$ cat src/rtl/fixed_complex_pkg.sv
// Shared definitions for the signed fixed-point complex arithmetic blocks:
// default Q format, FSM state encodings and a width helper.
package fixed_complex_pkg;

    // Default Q format: integer bits (sign included) and fractional bits.
    localparam int FC_QI = 3;
    localparam int FC_QF = 3;
    localparam int FC_N  = FC_QI + FC_QF;

    // Sequencing states shared by the iterative fixed-point blocks.
    typedef enum logic [1:0] {
        IDLE = 2'd0,
        LOAD = 2'd1,
        DIV  = 2'd2,
        SIGN = 2'd3
    } fc_state_e;

    // Working width of the divider datapath. It must hold both the scaled
    // dividend |num| * 2^qf (2n+1+qf bits) and the divisor pre-shifted to
    // the top quotient bit, den * 2^(n-2) (3n-2 bits).
    function automatic int fc_div_width(input int n, input int qf);
        return 3 * n + qf;
    endfunction

endpackage

$ cat src/rtl/div_uint_iter.sv
// Iterative unsigned restoring divider producing QW quotient bits, MSB first,
// one bit per step. The caller guarantees quotient < 2^QW.
module div_uint_iter #(
    parameter int W  = 21,
    parameter int QW = 5
) (
    input  logic          clk,
    input  logic          rst,
    input  logic          load_i,
    input  logic          step_i,
    input  logic [W-1:0]  dividend_i,
    input  logic [W-1:0]  divisor_i,
    output logic [QW-1:0] quotient_o,
    output logic [QW-1:0] quotient_next_o,
    output logic [W-1:0]  remainder_o
);

    logic [W-1:0]  rem_q;
    logic [W-1:0]  dsh_q;
    logic [QW-1:0] quo_q;
    logic          ge;
    logic [W-1:0]  rem_d;

    // One restoring step: subtract the shifted divisor when it fits.
    always_comb begin
        ge              = (rem_q >= dsh_q);
        rem_d           = ge ? (rem_q - dsh_q) : rem_q;
        quotient_next_o = (quo_q << 1) | QW'(ge);
    end

    // Load aligns the divisor with the top quotient bit; each step walks it down.
    always_ff @(posedge clk or posedge rst) begin
        if (rst) begin
            rem_q <= '0;
            dsh_q <= '0;
            quo_q <= '0;
        end else if (load_i) begin
            rem_q <= dividend_i;
            dsh_q <= divisor_i << (QW - 1);
            quo_q <= '0;
        end else if (step_i) begin
            rem_q <= rem_d;
            dsh_q <= dsh_q >> 1;
            quo_q <= quotient_next_o;
        end
    end

    assign quotient_o  = quo_q;
    assign remainder_o = rem_q;

endmodule

$ cat src/rtl/div_fixed_complex.sv
// Signed fixed-point complex divider y = a / b with a fixed N+1 cycle latency,
// saturation to the Q format and a divide-by-zero flag.
module div_fixed_complex
    import fixed_complex_pkg::*;
#(
    parameter int QI = FC_QI,
    parameter int QF = FC_QF
) (
    input  logic                      clk,
    input  logic                      rst,
    input  logic                      in_valid,
    output logic                      in_ready,
    input  logic signed [QI+QF-1:0]   a_Re,
    input  logic signed [QI+QF-1:0]   a_Im,
    input  logic signed [QI+QF-1:0]   b_Re,
    input  logic signed [QI+QF-1:0]   b_Im,
    output logic                      out_valid,
    output logic signed [QI+QF-1:0]   y_Re,
    output logic signed [QI+QF-1:0]   y_Im,
    output logic                      bad_rep,
    output logic                      div_zero
);

    localparam int N  = QI + QF;
    localparam int QW = N - 1;
    localparam int W  = fc_div_width(N, QF);
    localparam int CW = (N > 2) ? $clog2(N - 1) : 1;

    localparam logic [CW-1:0] CNT_FIRST = CW'(N - 2);
    localparam logic [N-1:0]  Y_MAX     = {1'b0, {(N-1){1'b1}}};
    localparam logic [N-1:0]  Y_MIN     = {1'b1, {(N-1){1'b0}}};

    // Captured operands
    logic signed [N-1:0] a_re_q, a_im_q, b_re_q, b_im_q;

    // Control and flag state
    fc_state_e     state_q;
    logic          in_ready_q;
    logic          out_valid_q;
    logic [CW-1:0] cnt_q;
    logic          dz_q;
    logic          sat_q  [2];
    logic          neg_q  [2];
    logic [N-1:0]  y_q    [2];
    logic          bad_rep_q;
    logic          div_zero_q;

    // Full-width numerators (index 0 = Re, 1 = Im) and the shared denominator
    logic signed [2*N:0]   num   [2];
    logic signed [2*N-1:0] sq_re, sq_im;
    logic [2*N-1:0]        den;
    logic [2*N:0]          mag   [2];
    logic                  sat_d [2];
    logic [QW-1:0]         qn    [2];
    logic [N-1:0]          y_d   [2];

    // Operands are only taken on an accepted handshake.
    always_ff @(posedge clk) begin
        if (in_valid && in_ready_q) begin
            a_re_q <= a_Re;
            a_im_q <= a_Im;
            b_re_q <= b_Re;
            b_im_q <= b_Im;
        end
    end

    // a/b = a*conj(b) / |b|^2, evaluated exactly at full width.
    always_comb begin
        num[0] = a_re_q * b_re_q + a_im_q * b_im_q;
        num[1] = a_im_q * b_re_q - a_re_q * b_im_q;
        sq_re  = b_re_q * b_re_q;
        sq_im  = b_im_q * b_im_q;
        den    = $unsigned(sq_re) + $unsigned(sq_im);
    end

    genvar gi;
    generate
        for (gi = 0; gi < 2; gi++) begin : g_comp
            // Magnitude and overflow test: the quotient fits only below 2^(N-1).
            always_comb begin
                mag[gi]   = num[gi][2*N] ? $unsigned(-num[gi]) : $unsigned(num[gi]);
                sat_d[gi] = ((W'(mag[gi]) << QF) >= (W'(den) << (N - 1)));
            end

            div_uint_iter #(
                .W  (W),
                .QW (QW)
            ) u_div (
                .clk             (clk),
                .rst             (rst),
                .load_i          (state_q == LOAD),
                .step_i          (state_q == DIV),
                .dividend_i      (W'(mag[gi]) << QF),
                .divisor_i       (W'(den)),
                .quotient_o      (),
                .quotient_next_o (qn[gi]),
                .remainder_o     ()
            );

            // Final component value: zero, saturated, or truncated magnitude with sign.
            always_comb begin
                y_d[gi] = '0;
                if (!dz_q) begin
                    if (sat_q[gi]) begin
                        y_d[gi] = neg_q[gi] ? Y_MIN : Y_MAX;
                    end else if (neg_q[gi]) begin
                        y_d[gi] = -{1'b0, qn[gi]};
                    end else begin
                        y_d[gi] = {1'b0, qn[gi]};
                    end
                end
            end
        end
    endgenerate

    // Sequencer: the last DIV step registers the signed result so it is
    // presented during SIGN alongside the out_valid pulse.
    always_ff @(posedge clk or posedge rst) begin
        if (rst) begin
            state_q     <= IDLE;
            in_ready_q  <= 1'b1;
            out_valid_q <= 1'b0;
            cnt_q       <= '0;
            dz_q        <= 1'b0;
            bad_rep_q   <= 1'b0;
            div_zero_q  <= 1'b0;
            for (int k = 0; k < 2; k++) begin
                sat_q[k] <= 1'b0;
                neg_q[k] <= 1'b0;
                y_q[k]   <= '0;
            end
        end else begin
            case (state_q)
                IDLE: begin
                    if (in_valid) begin
                        in_ready_q <= 1'b0;
                        state_q    <= LOAD;
                    end
                end
                LOAD: begin
                    dz_q  <= (den == '0);
                    cnt_q <= CNT_FIRST;
                    for (int k = 0; k < 2; k++) begin
                        sat_q[k] <= sat_d[k];
                        neg_q[k] <= num[k][2*N];
                    end
                    state_q <= DIV;
                end
                DIV: begin
                    if (cnt_q == '0) begin
                        y_q[0]      <= y_d[0];
                        y_q[1]      <= y_d[1];
                        bad_rep_q   <= !dz_q && (sat_q[0] || sat_q[1]);
                        div_zero_q  <= dz_q;
                        out_valid_q <= 1'b1;
                        state_q     <= SIGN;
                    end else begin
                        cnt_q <= cnt_q - 1'b1;
                    end
                end
                SIGN: begin
                    out_valid_q <= 1'b0;
                    in_ready_q  <= 1'b1;
                    state_q     <= IDLE;
                end
                default: state_q <= IDLE;
            endcase
        end
    end

    assign in_ready  = in_ready_q;
    assign out_valid = out_valid_q;
    assign y_Re      = y_q[0];
    assign y_Im      = y_q[1];
    assign bad_rep   = bad_rep_q;
    assign div_zero  = div_zero_q;

endmodule

$ cat config.mk
export PLATFORM = sky130hd
export DESIGN_NAME = div_fixed_complex
export DESIGN_NICKNAME = d
export VERILOG_FILES = /design/src/rtl/fixed_complex_pkg.sv /design/src/rtl/div_uint_iter.sv /design/src/rtl/div_fixed_complex.sv
export SDC_FILE = /design/constraint.sdc
export NUM_CORES = 1
export LEC_CHECK = 0
export BUFFER_PORTS_ARGS = -buffer_cell sky130_fd_sc_hd__buf_4
export CORE_MARGIN = 8
export CORE_UTILIZATION = 60
export CTS_CLUSTER_SIZE = 24
export DETAILED_ROUTE_END_ITERATION = 6
export PLACE_DENSITY = 0.84
export SYNTH_ARGS = -nofsm -noshare
export SYNTH_HDL_FRONTEND = slang
export SYNTH_SLANG_ARGS = --single-unit
$ cat constraint.sdc
create_clock -name clk -period 15.4 [get_ports clk]
set_input_delay 1.54 -clock clk [delete_from_list [all_inputs] [get_ports clk]]
set_output_delay 1.54 -clock clk [all_outputs]
set_load 0.05 [all_outputs]
# Word-level counts from Yosys, hierarchy flattened
# Index checks and enable logic that the tools add are counted.
# totals
reg_bits,142
latch_bits,0
ram_bits,0
romBits,0
input_bits,27
out_inout_bits,16
mem_count,0
# classes
n_addsub,10
mul,6
div,0
n_lt_le_gt_ge,4
n_eq_ne,6
n_shift,0
muxes,33
bitwise_logic,2
reduce_logical,19
# op_table
cell,count
21-bit 2-to-1 mux,10
6-bit by 6-bit multiplier with 12-bit output,6
6-bit 2-to-1 mux,8
21-bit greater-or-equal comparator,2
21-bit subtractor,2
16-bit by 17-bit greater-or-equal comparator with 1-bit output,2
13-bit 2-to-1 mux,2
13-bit negator,2
4-bit 2-to-1 mux,4
2-bit AND reduction,7
12-bit by 12-bit adder with 13-bit output,1
12-bit by 12-bit subtractor with 13-bit output,1
12-bit adder,1
12-bit logical NOT,1
5-bit negator with 6-bit output,2
5-bit by 1-bit OR with 5-bit output,2
2-bit nonzero test,5
2-bit one-hot mux with 4 select lines,1
2-bit inequality test (second input constant),3
3-bit one-hot mux with 2 select lines,1
2-bit equality test (second input constant),2
2-bit 2-to-1 mux,2
1-bit one-hot mux with 2 select lines,2
3-bit logical NOT,1
8 further kinds,10

# Logic depth before layout (Yosys ltp)
# Gate-level depths: netlist (run 1).
# logic_depth
word_depth,6
mapped_depth,31
ltp_nobuf,28

# Hierarchy
# A second synthesis (run 1) with hierarchy kept.
# hier_totals
cells_unflattened,2016
hier_area_um2,18501.5
# by_module_without_submodules
mod,n_inst,cells_each,area_per_inst_um2
div_fixed_complex,1,1230,11624.9
div_uint_iter,2,393,3438.3

# Least setup slack after synthesis (run 1)
# No wires, ideal clock.
# synth_path
kind,register to register
startpoint,reg b_im_q[1]
endpoint,reg sat_q[1] (netlist name)
t_arrival_ns,7.022
path_slack_ns,8.244
stages_incl_launch_ff,28
path_buffers,3
period_less_slack_ns,7.156
cell_sequence,edfxtp_1 clkbuf_1 clkbuf_1 and2_1 fa_1 inv_1 fa_1 inv_1 fa_1 fa_1 fa_1 fa_1 ha_1 o21ai_0 o21bai_2 a2111oi_4 o31ai_4 xnor2_2 buf_6 nor2_1 xor2_1 ha_1 a21o_1 a21o_1 a21oi_1 o21ai_0 a2111oi_0 a21oi_1
# synth_via
elab_chain_len,5
word_cells_on_any_way,7
classes_between,3 x add/sub; 2 x mul; 1 x order compare; 1 x mux
# synth_rtl
element,line,source
from (decl),div_fixed_complex.sv:34,"logic signed [N-1:0] a_re_q, a_im_q, b_re_q, b_im_q;"
from (signal assigned),div_fixed_complex.sv:63,b_im_q <= b_Im;
6-bit by 6-bit multiplier with 12-bit output,div_fixed_complex.sv:69,num[0] = a_re_q * b_re_q + a_im_q * b_im_q;
12-bit by 12-bit adder with 13-bit output,div_fixed_complex.sv:69,
13-bit negator,div_fixed_complex.sv:81,mag[gi] = num[gi][2*N] ? $unsigned(-num[gi]) : $unsigned(num[gi]);
13-bit 2-to-1 mux,div_fixed_complex.sv:81,
16-bit by 17-bit greater-or-equal comparator with 1-bit output *,div_fixed_complex.sv:82,sat_d[gi] = ((W'(mag[gi]) << QF) >= (W'(den) << (N - 1)));
"to (signal, indexed assignment)",div_fixed_complex.sv:144,sat_q[k] <= sat_d[k];
to (decl),div_fixed_complex.sv:42,logic sat_q [2];
# Mark *: on every way between the ends. The rest lies on a longest branch, timed or not.
# A chain may end at the register's enable or synchronous reset.

# Worst setup path in the final report (run 1)
# layout_path
startpoint,reg b_im_q[5]
endpoint,reg sat_q[1] (netlist name)
# Same word-level chain as after synthesis.

==> results.ini, run 1 <==
[sta]
finalHoldViolations = 0
worst_pin_slew_ps = 1020
skew_ps = 9.95
slew_headroom_pct = 31.3
min_period_ps = 8190
fin_ws_ps = 7210
finalSetupViolations = 0
clock.fmax_mhz = 122
post-route-period-util_pct = 53.2
fin_tns_setup_ps = 0
drv_slew = 0
whs_ps = 467
rsz0062_at_grt = no

[logic_synthesis]
synth_top_cells_by_area = fa_1 (25%), ha_1 (15%), dfrtp_1 (14%), inv_1 (6.8%), edfxtp_1 (4.5%)
synth_area_um2 = 16200
yosysMostFrequentCell = inv_1
synth_top_area_share_pct = 25.1
synthDistinctLibCells = 82
yosys.area.top_type = fa_1
synth_edf_count = 24
synth-main-ff-cell = dfrtp_1
syn-instance-count = 1738
yosysSeqAreaShare_pct = 18.7
ys.warnings.count = 0
syn_avg_cell_area_um2 = 9.31
ys_ff_latch = 116
syn_nets = 2156
async_flop_share_pct = 79.3
synth_commonest_cells = inv_1 (293), fa_1 (203), ha_1 (188)

[grt]
grtUsageMet1_pct = 28.6
grt_usage_pct = 24.7
grt_pass1_wl_um = 65300
grt_pass1_vias = 13400
top_usage_layer = met2
grt_util_met3_pct = 4.44
overflow = 0
grt_max_degree = 73
grt_antenna_before_repair = 0
grtUsageMet2_pct = 44.0

[drt]
drt-initial-drc-count = 921
num_vias = 12600
detail_route.wirelength_um = 39400
dr.pass1.iters = 5
wl_per_cell_um = 18.7
via_per_inst = 5.99
ant_nets = 0
drcViolationCount = 0

[floorplanning]
rows = 60
start_util_pct = 60.6
coreArea_um2 = 26700
ioPinCount = 43
fp.dieW_um = 180
die_h_um = 180
die-area_um2 = 32500

[layout]
nets = 2171
drive_gt1_share_pct = 6.00
antenna_cells = 0
final_area_um2 = 17300
area_growth_pct = 7.04

[min_path]
whs_path_depth = 2
min-delay-start = y_Re[0]
min_path_type = reg2reg
min_to = y_Re[0]

[clock_network]
clock_sinks = 116
cts_hold_buffers = 0
cts_root_buf = clkbuf_16
h-tree-depth = 4
path_clk_slew_ps = 60
post_cts_buffers = 0
cts_made_buffers = 17
cts_tree = built
clkLatencyLatePin_ps = 430
clockBufferDepth = 2
cts_resized = 0

[worst_setup_path]
r2r_slack_ps = 7210
critPathRequiredTime_ps = 15700
worstSetupEndpointType = register
crit_path_start_kind = register
reg2reg_from = b_im_q[5]
worstSetupPathType = reg2reg
arrival_ps = 8490
worstPathMaxFanout = 19
rr_worst_depth = 23
reg2reg_to = sat_q[1]

[placed_design]
port_buffers = 42
routabilityCongestion = 0.913
dpl.hpwl_um = 31000
place_area_um2 = 16800
dp_slack_ps = 7450

[run_status]
status = finished, final reports clean

[run]
cap_viol_max_count = 0

[worst max-delay path, stage by stage (launching register included)]
cell	delay, ps
edfxtp_1	870
clkinv_1	550
nor2_1	260
fa_1	450
fa_1	520
fa_1	430
fa_1	510
fa_1	410
ha_1	290
ha_1	330
o21ai_0	140
o21bai_2	120
a2111oi_4	430
o31ai_4	130
xnor2_2	660
nor2_1	160
xor2_1	200
ha_1	320
a21o_1	210
a21o_1	180
a21oi_1	150
o21ai_0	130
a2111oi_0	450
a21oi_1	130
[final cells by class]
| type | count | area (um^2) |
|---|---|---|
| well taps | 341 | 427 |
| fillers | 2057 | 9400 |
| flip-flops and latches | 116 | 3020 |
| multi-input cells | 1275 | 11800 |
| inverters | 294 | 1100 |
| clock inverters | 12 | 105 |
| clock buffers | 20 | 447 |
| repair buffers | 49 | 368 |
[registers in the layout (all words and copies together) (netlist names)]
register                  cells
g_comp.u_div.remainder_o     42
g_comp.u_div.dsh_q           16
g_comp.u_div.quotient_o       8
a_im_q                        6
a_re_q                        6
b_im_q                        6
b_re_q                        6
y_Im                          6
y_Re                          6
cnt_q                         3
neg_q                         2
sat_q                         2
state_q                       2
bad_rep                       1
div_zero                      1
dz_q                          1
in_ready                      1
out_valid                     1
[placed cells by master, fill, tap and decap left out, types with 6 or more instances in the layout]
cell type	instances
nand3b_1	6
nand3_1	26
a22o_1	9
a21o_1	26
xor2_1	30
ha_1	187
o22ai_1	16
nand2b_1	32
o21a_1	8
nor4_1	9
nor3_1	29
nand4_1	20
a221o_1	8
inv_1	292
a31oi_1	10
fa_1	203
clkbuf_16	17
xnor2_1	65
nor2b_1	10
edfxtp_1	24
a211oi_1	6
buf_4	49
o41ai_1	6
nor2_1	96
o21bai_1	7
mux2i_1	14
and3_1	6
dfrtp_1	91
and2_1	91
or3_1	9
o21ai_0	50
nand2_1	139
o211ai_1	10
a21oi_1	70
[how the worst max path moves through the flow]
stage | cells past startpoint | startpoint | endpoint | slack (ps)
3_3_place_gp | 23 | b_im_q[5] | sat_q[1] | 7660
6_report | 23 | b_im_q[5] | sat_q[1] | 7210
3_5_place_dp | 23 | b_im_q[5] | sat_q[1] | 7450
4_1_cts | 23 | b_im_q[5] | sat_q[1] | 7340
5_1_grt | 23 | b_im_q[5] | sat_q[1] | 6790
2_1_floorplan | 27 | b_im_q[1] | sat_q[1] | 8240
[logic make-up (layout without fill, tap and decap cells)]
logic type	Yosys count	after routing	share of synthesized area [%]
AO/OA/AOI/OAI	279	279	11.9
multiplexers	16	16	1.01
adder cells (fa/ha/maj)	391	391	39.6
AND/OR/NAND/NOR	491	491	15.2
flip-flops	116	116	18.7
buffers and inverters	347	375	8.13
XOR/XNOR	98	98	5.44
[through the flow]
stage,utilization [%],std cells
after floorplan,-,1738
after global routing,64.8,2107
final,64.8,2107
after CTS,64.8,2107
after detailed placement,62.7,2075
after global placement,62.7,2075
[layer usage]
metal | part of all wire (%) | routed length (um)
met3 | 6.0 | 2380
met1 | 38 | 15100
met2 | 51 | 20200
met5 | 0 | 0
met4 | 4.3 | 1700
Power of run 1 is not shown: default switching activity piles up to over one toggle a cycle in this logic, so the estimate is an artifact.
==> run 2: changes to the inputs <==
CORE_UTILIZATION = 59   (was 60)
PLACE_DENSITY = 0.86   (was 0.84)
clock period = 7.3 ns   (was 15.4 ns; I/O delays follow)
==> run 2 against run 1 <==
Against the previous run: critical path type unchanged; first-iteration DRC count rose by 4.8%; maximum frequency grew 16%; via count increased by 1.8%.
==> results.ini, run 2 (synthesized netlist as in run 1, its figures left out) <==
[worst_setup_path]
rr_worst_depth = 27
critPathRequiredTime_ps = 7610
r2r_slack_ps = 250
worstSetupEndpointType = register
worstPathMaxFanout = 12
reg2reg_from = b_re_q[1]
arrival_ps = 7370
crit_path_start_kind = register
worstSetupPathType = reg2reg
reg2reg_to = sat_q[0]

[sta]
finalHoldViolations = 0
post-route-period-util_pct = 96.6
min_period_ps = 7050
skew_ps = 11.2
slew_headroom_pct = 37.4
finalSetupViolations = 0
worst_pin_slew_ps = 936
drv_slew = 0
fin_ws_ps = 246
clock.fmax_mhz = 142

[clock_network]
cts_made_buffers = 17
h-tree-depth = 4
clkLatencyLatePin_ps = 430
path_clk_slew_ps = 60
cts_root_buf = clkbuf_16
cts_tree = built
clock_sinks = 116
clockBufferDepth = 2
cts_hold_buffers = 0

[grt]
grt_usage_pct = 25.4
grt_pass1_wl_um = 67600
grt_pass1_vias = 13700
grt_max_degree = 69
grt_antenna_before_repair = 0
overflow = 0

[drt]
drcViolationCount = 0
num_vias = 12800
via_per_inst = 5.94
wl_per_cell_um = 19.2
ant_nets = 0
drt-initial-drc-count = 965
dr.pass1.iters = 5
detail_route.wirelength_um = 41400

[floorplanning]
ioPinCount = 43
rows = 60
die-area_um2 = 33000
start_util_pct = 60.0
coreArea_um2 = 27000
die_h_um = 182
fp.dieW_um = 182

[placed_design]
dp_slack_ps = 6.02
routabilityCongestion = 0.912
dpl.hpwl_um = 32700
port_buffers = 42

[layout]
nets = 2227
antenna_cells = 0
largest_reg_flops = 42
mostFrequentLayoutCells = inv_1 (292), fa_1 (203), ha_1 (185), nand2_1 (138), buf_4 (104)
area_growth_pct = 10.5
drive_gt1_share_pct = 10.0
final_common_cell = inv_1

[run_status]
status = finished, final reports clean

[min_path]
min_path_type = in2async

[run]
cap_viol_max_count = 0

==> run 2: cell count changes in the layout (fill, tap and decap cells not counted), sizes merged <==
| cell | previous run | this run |
|---|---|---|
| buf | 49 | 105 |
| clkbuf | 20 | 18 |
| clkinv | 7 | 9 |
| clkinvlp | 3 | 1 |
| inv | 295 | 297 |
==> run 2: per-layer routing <==
metal / vias to the layer above / wire length [um] / global-route usage [%]
met2: 492 / 21100 / 44.9
met3: 126 / 2300 / 4.29
met4: 0 / 1610 / 10.7
met1: 6364 / 16500 / 30.0
li1: 5861 / - / -
met5: - / 0 / 0
==> run 2: layout make-up <==
type / count / area (um^2)
Tap cell: 341 / 427
Clock inverter: 14 / 125
Sequential cell: 116 / 3020
Clock buffer: 18 / 439
Inverter: 294 / 1100
Timing Repair Buffer: 105 / 792
Fill cell: 2018 / 9060
Multi-Input combinational cell: 1275 / 12000
==> run 2: worst max path at each step <==
stage	slack, ps	endpoint	start	cells past startpoint
final	250	sat_q[0]	b_re_q[1]	27
after global routing	-30	sat_q[0]	a_im_q[4]	26
after CTS	2	sat_q[1]	b_re_q[3]	23
after detailed placement	6	sat_q[1]	b_im_q[0]	26
after global placement	280	sat_q[1]	a_re_q[5]	25
after floorplan	140	sat_q[1]	b_im_q[1]	27
==> run 2: critical path, cell delays in order, from the launching register on <==
cell and delay (ps):
edfxtp_1 440, buf_4 250, nand2_1 160, fa_1 560, fa_1 660, inv_1 100, fa_1 510, inv_1 50
fa_1 530, inv_1 50, fa_1 480, ha_1 320, ha_1 320, inv_1 120, a21oi_1 70, nor2_1 170
a31oi_4 80, xnor2_2 450, o31ai_1 170, xnor2_1 210, ha_1 230, a21o_1 170, a21o_1 180, a21oi_1 140
o221ai_1 130, nand2_1 100, o41ai_2 80, a22o_1 200
==> run 2: metrics by stage <==
stage	setup TNS (ps)	instance area (um^2)	hold slack, ps	util [%]	cells
2_1_floorplan	0	16200	449	-	1738
3_3_place_gp	0	17100	456	63.3	2114
3_5_place_dp	0	17100	467	63.3	2114
4_1_cts	0	17700	293	65.6	2151
5_1_grt	-32.8	17900	313	66.4	2163
6_report	0	17900	288	66.4	2163
==> run 2: timing repair <==
action / in CTS / in global routing
setup endpoints to repair: 1 / 2
setup buffers: 5 / 12
resized for setup: 2 / 23
pin swaps: 1 / 11
Power of run 2 is left out for the same reason.
==> run 3: changes to the inputs <==
PLACE_DENSITY = 0.85   (was 0.86)
==> run 3 against run 2 <==
Against the previous run: the run now ends with DRC left; sequential cell count stayed put; critical path depth is 3 lower; cell area is 1.1% higher; non-clock buffer count is 11 higher; final cell count is 0.51% higher; global-route usage is 1.0 points lower; worst hold slack worse by 5.5 ps; clock-buffer cell count is 4 higher; critical endpoint unchanged; largest cell class unchanged; highest routed layer unchanged.
==> results.ini, run 3 (synthesized netlist as in run 1, its figures left out) <==
[run_status]
status = finished with violations
violations = DRC

[floorplanning]
start_util_pct = 60.0
die_h_um = 182
rows = 60
ioPinCount = 43
coreArea_um2 = 27000
fp.dieW_um = 182
die-area_um2 = 33000

[min_path]
min_path_type = in2async

[worst_setup_path]
rr_worst_depth = 24
critPathRequiredTime_ps = 7610
arrival_ps = 7470
worstPathMaxFanout = 8
worstSetupEndpointType = register
worstSetupPathType = reg2reg
crit_path_start_kind = register

[sta]
slew_headroom_pct = 20.6
worst_pin_slew_ps = 1180
finalHoldViolations = 0
finalSetupViolations = 0
skew_ps = 10.3
fin_ws_ps = 139
clock.fmax_mhz = 140
min_period_ps = 7160
drv_slew = 0
post-route-period-util_pct = 98.1

[drt]
ant_nets = 0
dr.pass1.iters = 7
drcViolationCount = 2
via_per_inst = 5.91
drt-initial-drc-count = 919
detail_route.wirelength_um = 40900
num_vias = 12900
wl_per_cell_um = 18.8

[layout]
drive_gt1_share_pct = 11.2
final_common_cell = inv_1
largest_reg_flops = 42
area_growth_pct = 11.8
instances_no_fill = 2174
nets = 2238
mostFrequentLayoutCells = inv_1 (291), fa_1 (202), ha_1 (185), nand2_1 (138), buf_4 (112)
antenna_cells = 0

[placed_design]
routabilityCongestion = 0.912
dpl.hpwl_um = 31600
dp_slack_ps = 47.6
placedCellCount = 2114
port_buffers = 42

[grt]
grt_pass1_vias = 13500
grt_antenna_before_repair = 0
overflow = 0
grt_pass1_wl_um = 65200
grt_usage_pct = 24.4
grt_max_degree = 71

[run]
cap_viol_max_count = 0

[clock_network]
cts_tree = built
clockBufferDepth = 2
path_clk_slew_ps = 60
cts_hold_buffers = 0
clock_sinks = 116
h-tree-depth = 4
cts_root_buf = clkbuf_16
clkLatencyLatePin_ps = 420
cts_made_buffers = 17

run 3: cell count changes in the layout (fill, tap and decap cells not counted), moves of 3 or more:
cell / previous run / this run
o21ai_1: 2 / 5
clkinv_2: 5 / 2
buf_4: 104 / 112
clkinvlp_4: 1 / 4
inv_6: 4 / 1
and2_4: 1 / 4
and2_1: 90 / 87
clkbuf_1: 0 / 3
xnor2_1: 62 / 59
run 3: layer usage:
| metal | part of all wire, % | vias to the layer above | GRT usage, % | routed length [um] |
|---|---|---|---|---|
| li1 | - | 5893 | - | - |
| met1 | 40 | 6346 | 28.9 | 16400 |
| met2 | 50 | 479 | 42.7 | 20400 |
| met3 | 5.6 | 137 | 4.17 | 2300 |
| met4 | 4.4 | 0 | 11.0 | 1810 |
| met5 | 0 | - | 0 | 0 |
run 3: per-stage QoR:
stage,instance area (um^2),utilization (%),setup TNS [ps],hold slack [ps]
after detailed placement,17100,63.3,0,462
final,18100,67.1,0,282
after global placement,17100,63.3,0,459
after floorplan,16200,-,0,449
after global routing,18100,67.1,-170,307
after CTS,17600,65.4,0,279
run 3: timing repair:
item                                    in CTS  in global routing
hold endpoints to repair                     0                  0
gates resized for setup                      0                 46
buffers inserted                             0                 28
endpoints found under the setup margin       0                  2
run 3: layout make-up:
class | instances | area, um^2
well taps | 341 | 427
clock buffers | 22 | 475
repair buffers | 116 | 895
multi-input cells | 1275 | 12100
flip-flops and latches | 116 | 3020
fillers | 1981 | 8860
clock inverters | 10 | 97.6
inverters | 294 | 1100
run 3: final timing paths:
path                                                   to  startpoint  slack (ps)
min in group clk                                 in_ready    in_valid         460
max reg2reg                                      sat_q[0]   b_re_q[4]         140
min reg2reg                                       y_Re[5]     y_Re[5]         480
max in group asynchronous  g_comp[0].u_div.remainder_o[3]         rst        5760
min                                               y_Re[4]         rst         280
max                                              sat_q[0]   b_re_q[4]         140
run 3: worst max-delay path: stages (launching register included):
cell and delay, ps:
edfxtp_1 560, nand2_1 160, fa_1 580, inv_1 60, fa_1 480, fa_1 560
fa_1 440, fa_1 570, fa_1 460, ha_4 330, nand3_4 70, o211a_1 250
a211o_1 340, a31oi_4 290, buf_12 150, xnor2_4 170, o31ai_4 140, xnor2_1 170
ha_1 330, a21o_1 190, a21oi_1 220, o221ai_2 130, nand2_1 100, o41ai_2 90
a22o_1 210
Power of run 3 is left out for the same reason.
